[src/rtl/data_cache.sv]
// data_cache
//   Direct-mapped, write-back, write-allocate data cache: 4 lines x 4 words.
//   Hits complete with zero wait states. Misses run a small FSM that
//   optionally writes the dirty victim back and then fills the line from
//   backing memory. The access then completes as a hit in the next IDLE cycle.
//
// Ports
//   clk, reset             : clock, synchronous active-high reset
//   cpu_read, cpu_write    : CPU request, held until cache_stall drops
//                            (both high counts as a write)
//   cpu_address, cpu_wdata : CPU word address / write data
//   cpu_rdata              : read data, valid with a request and !cache_stall
//   cache_stall            : request cannot complete this cycle
//   mem_read, mem_write    : line fill / line writeback request
//   mem_address            : line-aligned memory word address
//   mem_wdata, mem_rdata   : 4-word line, word 0 in the low bits
//   mem_ack                : one-cycle completion pulse from memory
//   access_count           : completed CPU accesses (wraps)
//   miss_count             : detected misses (wraps)
module data_cache #(
  parameter int WORD_SIZE = 16
) (
  input  logic                   clk,
  input  logic                   reset,
  input  logic                   cpu_read,
  input  logic                   cpu_write,
  input  logic [WORD_SIZE-1:0]   cpu_address,
  input  logic [WORD_SIZE-1:0]   cpu_wdata,
  output logic [WORD_SIZE-1:0]   cpu_rdata,
  output logic                   cache_stall,
  output logic                   mem_read,
  output logic                   mem_write,
  output logic [WORD_SIZE-1:0]   mem_address,
  output logic [4*WORD_SIZE-1:0] mem_wdata,
  input  logic [4*WORD_SIZE-1:0] mem_rdata,
  input  logic                   mem_ack,
  output logic [15:0]            access_count,
  output logic [15:0]            miss_count
);

  localparam int TAG_W = WORD_SIZE - 4;

  typedef enum logic [1:0] {IDLE, WRITEBACK, ALLOCATE} state_t;

  state_t state, state_nxt;

  logic [3:0]           valid;
  logic [3:0]           dirty;
  logic [TAG_W-1:0]     tags [4];
  logic [WORD_SIZE-1:0] data [4][4];

  // Address captured at miss detection; the CPU address is ignored while
  // the miss is being serviced.
  logic [WORD_SIZE-1:0] miss_addr;

  logic             req;
  logic [1:0]       idx;
  logic [1:0]       off;
  logic [TAG_W-1:0] tag;
  logic             hit;
  logic [1:0]       m_idx;
  logic [TAG_W-1:0] m_tag;
  logic             wr_hit;
  logic             miss_det;
  logic             fill_done;

  assign req   = cpu_read | cpu_write;
  assign idx   = cpu_address[3:2];
  assign off   = cpu_address[1:0];
  assign tag   = cpu_address[WORD_SIZE-1:4];
  assign hit   = valid[idx] && (tags[idx] == tag);
  assign m_idx = miss_addr[3:2];
  assign m_tag = miss_addr[WORD_SIZE-1:4];

  // Storage write enables. Gated by reset so that a reset landing in the
  // middle of a transaction leaves the line untouched.
  assign wr_hit    = !reset && (state == IDLE) && req && hit && cpu_write;
  assign miss_det  = !reset && (state == IDLE) && req && !hit;
  assign fill_done = !reset && (state == ALLOCATE) && mem_ack;

  // Next state and outputs. All outputs are forced to zero while reset is
  // high, even though the state register only clears at the edge.
  always_comb begin
    state_nxt   = state;
    cache_stall = 1'b0;
    cpu_rdata   = '0;
    mem_read    = 1'b0;
    mem_write   = 1'b0;
    mem_address = '0;
    mem_wdata   = '0;
    if (!reset) begin
      unique case (state)
        IDLE: begin
          if (req) begin
            if (hit) begin
              cpu_rdata = data[idx][off];
            end else begin
              cache_stall = 1'b1;
              state_nxt   = (valid[idx] && dirty[idx]) ? WRITEBACK : ALLOCATE;
            end
          end
        end
        WRITEBACK: begin
          cache_stall = 1'b1;
          mem_write   = 1'b1;
          mem_address = {tags[m_idx], m_idx, 2'b00};
          mem_wdata   = {data[m_idx][3], data[m_idx][2],
                         data[m_idx][1], data[m_idx][0]};
          if (mem_ack) state_nxt = ALLOCATE;
        end
        ALLOCATE: begin
          cache_stall = 1'b1;
          mem_read    = 1'b1;
          mem_address = {m_tag, m_idx, 2'b00};
          if (mem_ack) state_nxt = IDLE;
        end
        default: state_nxt = IDLE;
      endcase
    end
  end

  // Control state: FSM, line status bits, counters.
  always_ff @(posedge clk) begin
    if (reset) begin
      state        <= IDLE;
      valid        <= '0;
      dirty        <= '0;
      access_count <= '0;
      miss_count   <= '0;
    end else begin
      state <= state_nxt;
      if ((state == IDLE) && req && hit) access_count <= access_count + 16'd1;
      if (miss_det) miss_count <= miss_count + 16'd1;
      if (wr_hit) dirty[idx] <= 1'b1;
      if ((state == WRITEBACK) && mem_ack) dirty[m_idx] <= 1'b0;
      if (fill_done) begin
        valid[m_idx] <= 1'b1;
        dirty[m_idx] <= 1'b0;
      end
    end
  end

  // Tag/data storage and the latched miss address carry no reset.
  always_ff @(posedge clk) begin
    if (miss_det) miss_addr <= cpu_address;
    if (wr_hit) data[idx][off] <= cpu_wdata;
    if (fill_done) begin
      tags[m_idx] <= m_tag;
      for (int w = 0; w < 4; w++) begin
        data[m_idx][w] <= mem_rdata[w*WORD_SIZE +: WORD_SIZE];
      end
    end
  end

endmodule

[config.mk]
export PLATFORM = sky130hd
export DESIGN_NAME = data_cache
export DESIGN_NICKNAME = d
export VERILOG_FILES = /design/src/rtl/data_cache.sv
export SDC_FILE = /design/constraint.sdc
export NUM_CORES = 1
export LEC_CHECK = 0
export ABC_AREA = 0
export BUFFER_PORTS_ARGS = -buffer_cell sky130_fd_sc_hd__clkbuf_2
export CAP_MARGIN = 20
export CORE_UTILIZATION = 57
export DETAILED_ROUTE_END_ITERATION = 10
export GPL_TIMING_DRIVEN = 0
export PLACE_DENSITY = 0.86
export SLEW_MARGIN = 20
export SYNTH_ARGS = -nofsm -noshare
export SYNTH_HDL_FRONTEND = slang
export SYNTH_SLANG_ARGS = --single-unit
[constraint.sdc]
create_clock -name clk -period 4.65 [get_ports clk]
set_clock_uncertainty 0.15 [all_clocks]
set_input_delay 0.6975 -clock clk [delete_from_list [all_inputs] [get_ports clk]]
set_output_delay 0.6975 -clock clk [all_outputs]
set_load 0.1 [all_outputs]
==> results by group <==
Status
  • Outcome: finished with violations
  • Violations in the final reports: setup timing

Global routing
  • Total GRT Usage: 33.8%
  • First-pass GRT wire length: 75,200 um
  • Vias in the first global route: 11,877
  • Gr ovfl total: 0
  • Pin count of the biggest net entering global routing: 15
  • Antenna violations before repair: 4

Logic synthesis
  • Cell with the most instances after synthesis: edfxtp_1
  • Post-synthesis sequential area ratio: 59.7%
  • Cell area after synthesis: roughly 17,000 um2
  • Ranking of synthesized cells by area: edfxtp_1 55%, mux4_2 21%, dfxtp_1 5.0%
  • Post-synth EDFFs: approximately 320
  • Synthesis-stage register bit count: 362
  • Synth top area share: 54.7%
  • FFs w/ async S/R, synth: 0%
  • Main synth FF type: edfxtp_1
  • Synth unique cells: 52
  • Synth Instances: 1,065
  • Syn avg cell area: around 16 um2
  • Yosys top cell by area: edfxtp_1
  • Synth top cells by count: 318 x edfxtp_1, 164 x mux4_2, 85 x and2_1
  • Syn. warnings: 0

Layout
  • Share of cells above drive strength 1: 36.9%
  • Final #Nets: 1,457
  • Area delta synth->final: 17.6%
  • # fillers: 1,841

STA
  • Worst setup margin: -0.0214 ns
  • Least-Margin Pin Slew: roughly 1.0 ns
  • Period minus WS final: around 4.7 ns
  • Final worst path period share: 100%
  • WHS: 0.213 ns
  • Fmax: 214 MHz
  • Final setup viols: 1
  • Final Hold Viols: 0
  • Slew Viols, Final: 0
  • Worst rel slew slack: 31.9%

Setup path
  • Slowest CP cell: clkbuf_2
  • CP top delay family: buffers and inverters
  • Startpoint Class: input pin
  • Crit path kind: input pin to primary output
  • Crit path buffers/inverters: 5
  • CP endpoint kind: primary output
  • Critical path cell sequence: clkbuf_2 -> buf_2 -> buf_2 -> mux2i_1 -> xor2_1 -> nand4_1 -> a21oi_4 -> nand3_4 -> clkbuf_1 -> nor2b_1 -> clkbuf_2
  • Crit Path Max Fanout: 10
  • WP data required: 3.80 ns
  • Worst path max stage delay: 0.50 ns
  • Critical Path AT: between 3 and 4 ns

Die
  • DIE AREA: 31,400 um2
  • Die Wd: 177 um
  • Num ports: 232
  • Starting density of the core: 58.5%
  • DIE HEIGHT: 177 um
  • # rows: 63
  • Core Region: between 20,000 and 30,000 um2

Routing
  • Antenna-violating nets left: 0
  • Drt wl/cell: roughly 30 um
  • Met3 wire length: slightly above 7000 um
  • Drt drc: 0
  • Vias: around 12,000
  • Drt initial violations: 1,800
  • Top Metal Used: met5
  • Routed vias/inst: 6.96
  • Met2 wire len: 24,500 um
  • Routed WL: 52,500 um
  • First-pass DRT Iterations: 5
  • Wire length on met1: 18,000 um

Clock network
  • TritonCTS Buffers: 38
  • Root Driver: clkbuf_16
  • Clk buf depth: 3
  • CTS tree: built
  • # Post-CTS Setup Buffers: 0
  • Worst-path clk slew: 0.06 ns
  • Clock net sink count: around 360
  • CTS Hold Bufs: 0
  • Clock Latency Late Sink: 0.54 ns
  • H-Tree Depth: 2

Placement
  • Gp weighted congestion: 0.929
  • Number of I/O port buffers: around 230
  • Pre-CTS setup slack: -0.293 ns
  • HPWL Detailed: 37,300 um

Power and ir drop
  • P per Cell Area: about 360 nW/um2
  • LEAKAGE: 7.54 nW
  • Max VDD drop: 0.306 mV

Min path
  • Min-Delay Path Class: input pin to register

Flow run
  • MaxCap Viol Count: 0
metrics by stage:
stage	area, um2	instances	total power [mW]	util [%]	setup TNS [ns]
detailed placement	19300	1699	4.52	64.8	-3.52
CTS	20500	1767	7.31	68.7	0
floorplan	17500	1066	4.25	-	0
global route	20500	1769	7.49	68.8	-0.0434
finish	20600	1770	7.36	68.8	-0.0214
global placement	19100	1683	4.49	63.9	-178.18
per-layer routing:
| layer | up-vias | track usage, % |
|---|---|---|
| met2 | 1085 | 52.9 |
| li1 | 4881 | - |
| met3 | 179 | 8.29 |
| met5 | - | 0 |
| met4 | 2 | 14.6 |
| met1 | 6172 | 45.3 |
area by class of cell:
class	instances	area [um2]	area share, %
tap	390	488	2.37
inverter	14	52.6	0.256
multi-input combinational	617	6740	32.8
buffer	73	342	1.66
antenna	2	5.00	0.0244
timing repair buffer	244	1350	6.55
clock buffer	55	1030	5.00
clock inverter	13	115	0.560
sequential	362	10400	50.8
layout by cell type, fill, tap and decap left out, types with 6 or more instances in the layout:
| cell | instances |
|---|---|
| nand4_1 | 13 |
| nand3_1 | 18 |
| clkbuf_1 | 60 |
| nand2_1 | 25 |
| a21oi_1 | 24 |
| mux2_2 | 6 |
| inv_1 | 14 |
| edfxtp_1 | 318 |
| dfxtp_1 | 44 |
| nor2_1 | 36 |
| clkbuf_4 | 6 |
| clkbuf_16 | 38 |
| buf_6 | 17 |
| and3_1 | 10 |
| and2_1 | 85 |
| a22oi_1 | 12 |
| o31ai_1 | 10 |
| mux4_2 | 164 |
| o21ai_2 | 16 |
| mux2i_1 | 17 |
| or4_1 | 9 |
| clkbuf_2 | 230 |
| xor2_1 | 9 |
| buf_2 | 10 |
| xnor2_1 | 13 |
| a21o_1 | 64 |
| or3_1 | 13 |
| ha_1 | 6 |
| nor2b_1 | 24 |
| o21ai_0 | 10 |
state kept, by name (all words and copies together), names as in the netlist, named ones only:
register      count
data            256
tags             48
access_count     16
miss_count       16
miss_addr        14
dirty             4
valid             4
state             2
path summary, 6_finish.rpt:
kind                                                 to  slack, ns            startpoint  cells after the start
worst max-delay path                      cpu_rdata[13]      -0.02        cpu_address[3]                     11
worst min-delay path            miss_addr[13]$_DFFE_PP_       0.21       cpu_address[13]                      1
worst max register to register    data[1][29]$_DFFE_PP_       0.77  tags[3][8]$_DFFE_PP_                      9
worst min register to register      dirty[3]$_SDFF_PP0_       0.33   dirty[3]$_SDFF_PP0_                      2
where the power goes:
group | internal, mW | switching (mW)
clock network | 1.61 | 1.26
registers | 3.61 | 0.0334
logic | 0.339 | 0.510
repair_timing:
action                                  4_1_cts  5_1_grt
gates resized for setup                       6       25
endpoints found under the setup margin       16       56
cloned                                        0        0
logic make-up after synthesis:
family / count (synthesis) / share of synthesized area [%]
muxes: 187 / 22.5
xor gates and xnor gates: 22 / 1.10
adders and majority gates: 6 / 0.430
and+or+nand+nor: 249 / 8.29
AOI/OAI and AO/OA: 151 / 5.85
buffers and inverters: 87 / 2.11
DFF: 362 / 59.7
other: 1 / 0.0215
Note: power is estimated with default switching activity, not from simulation.
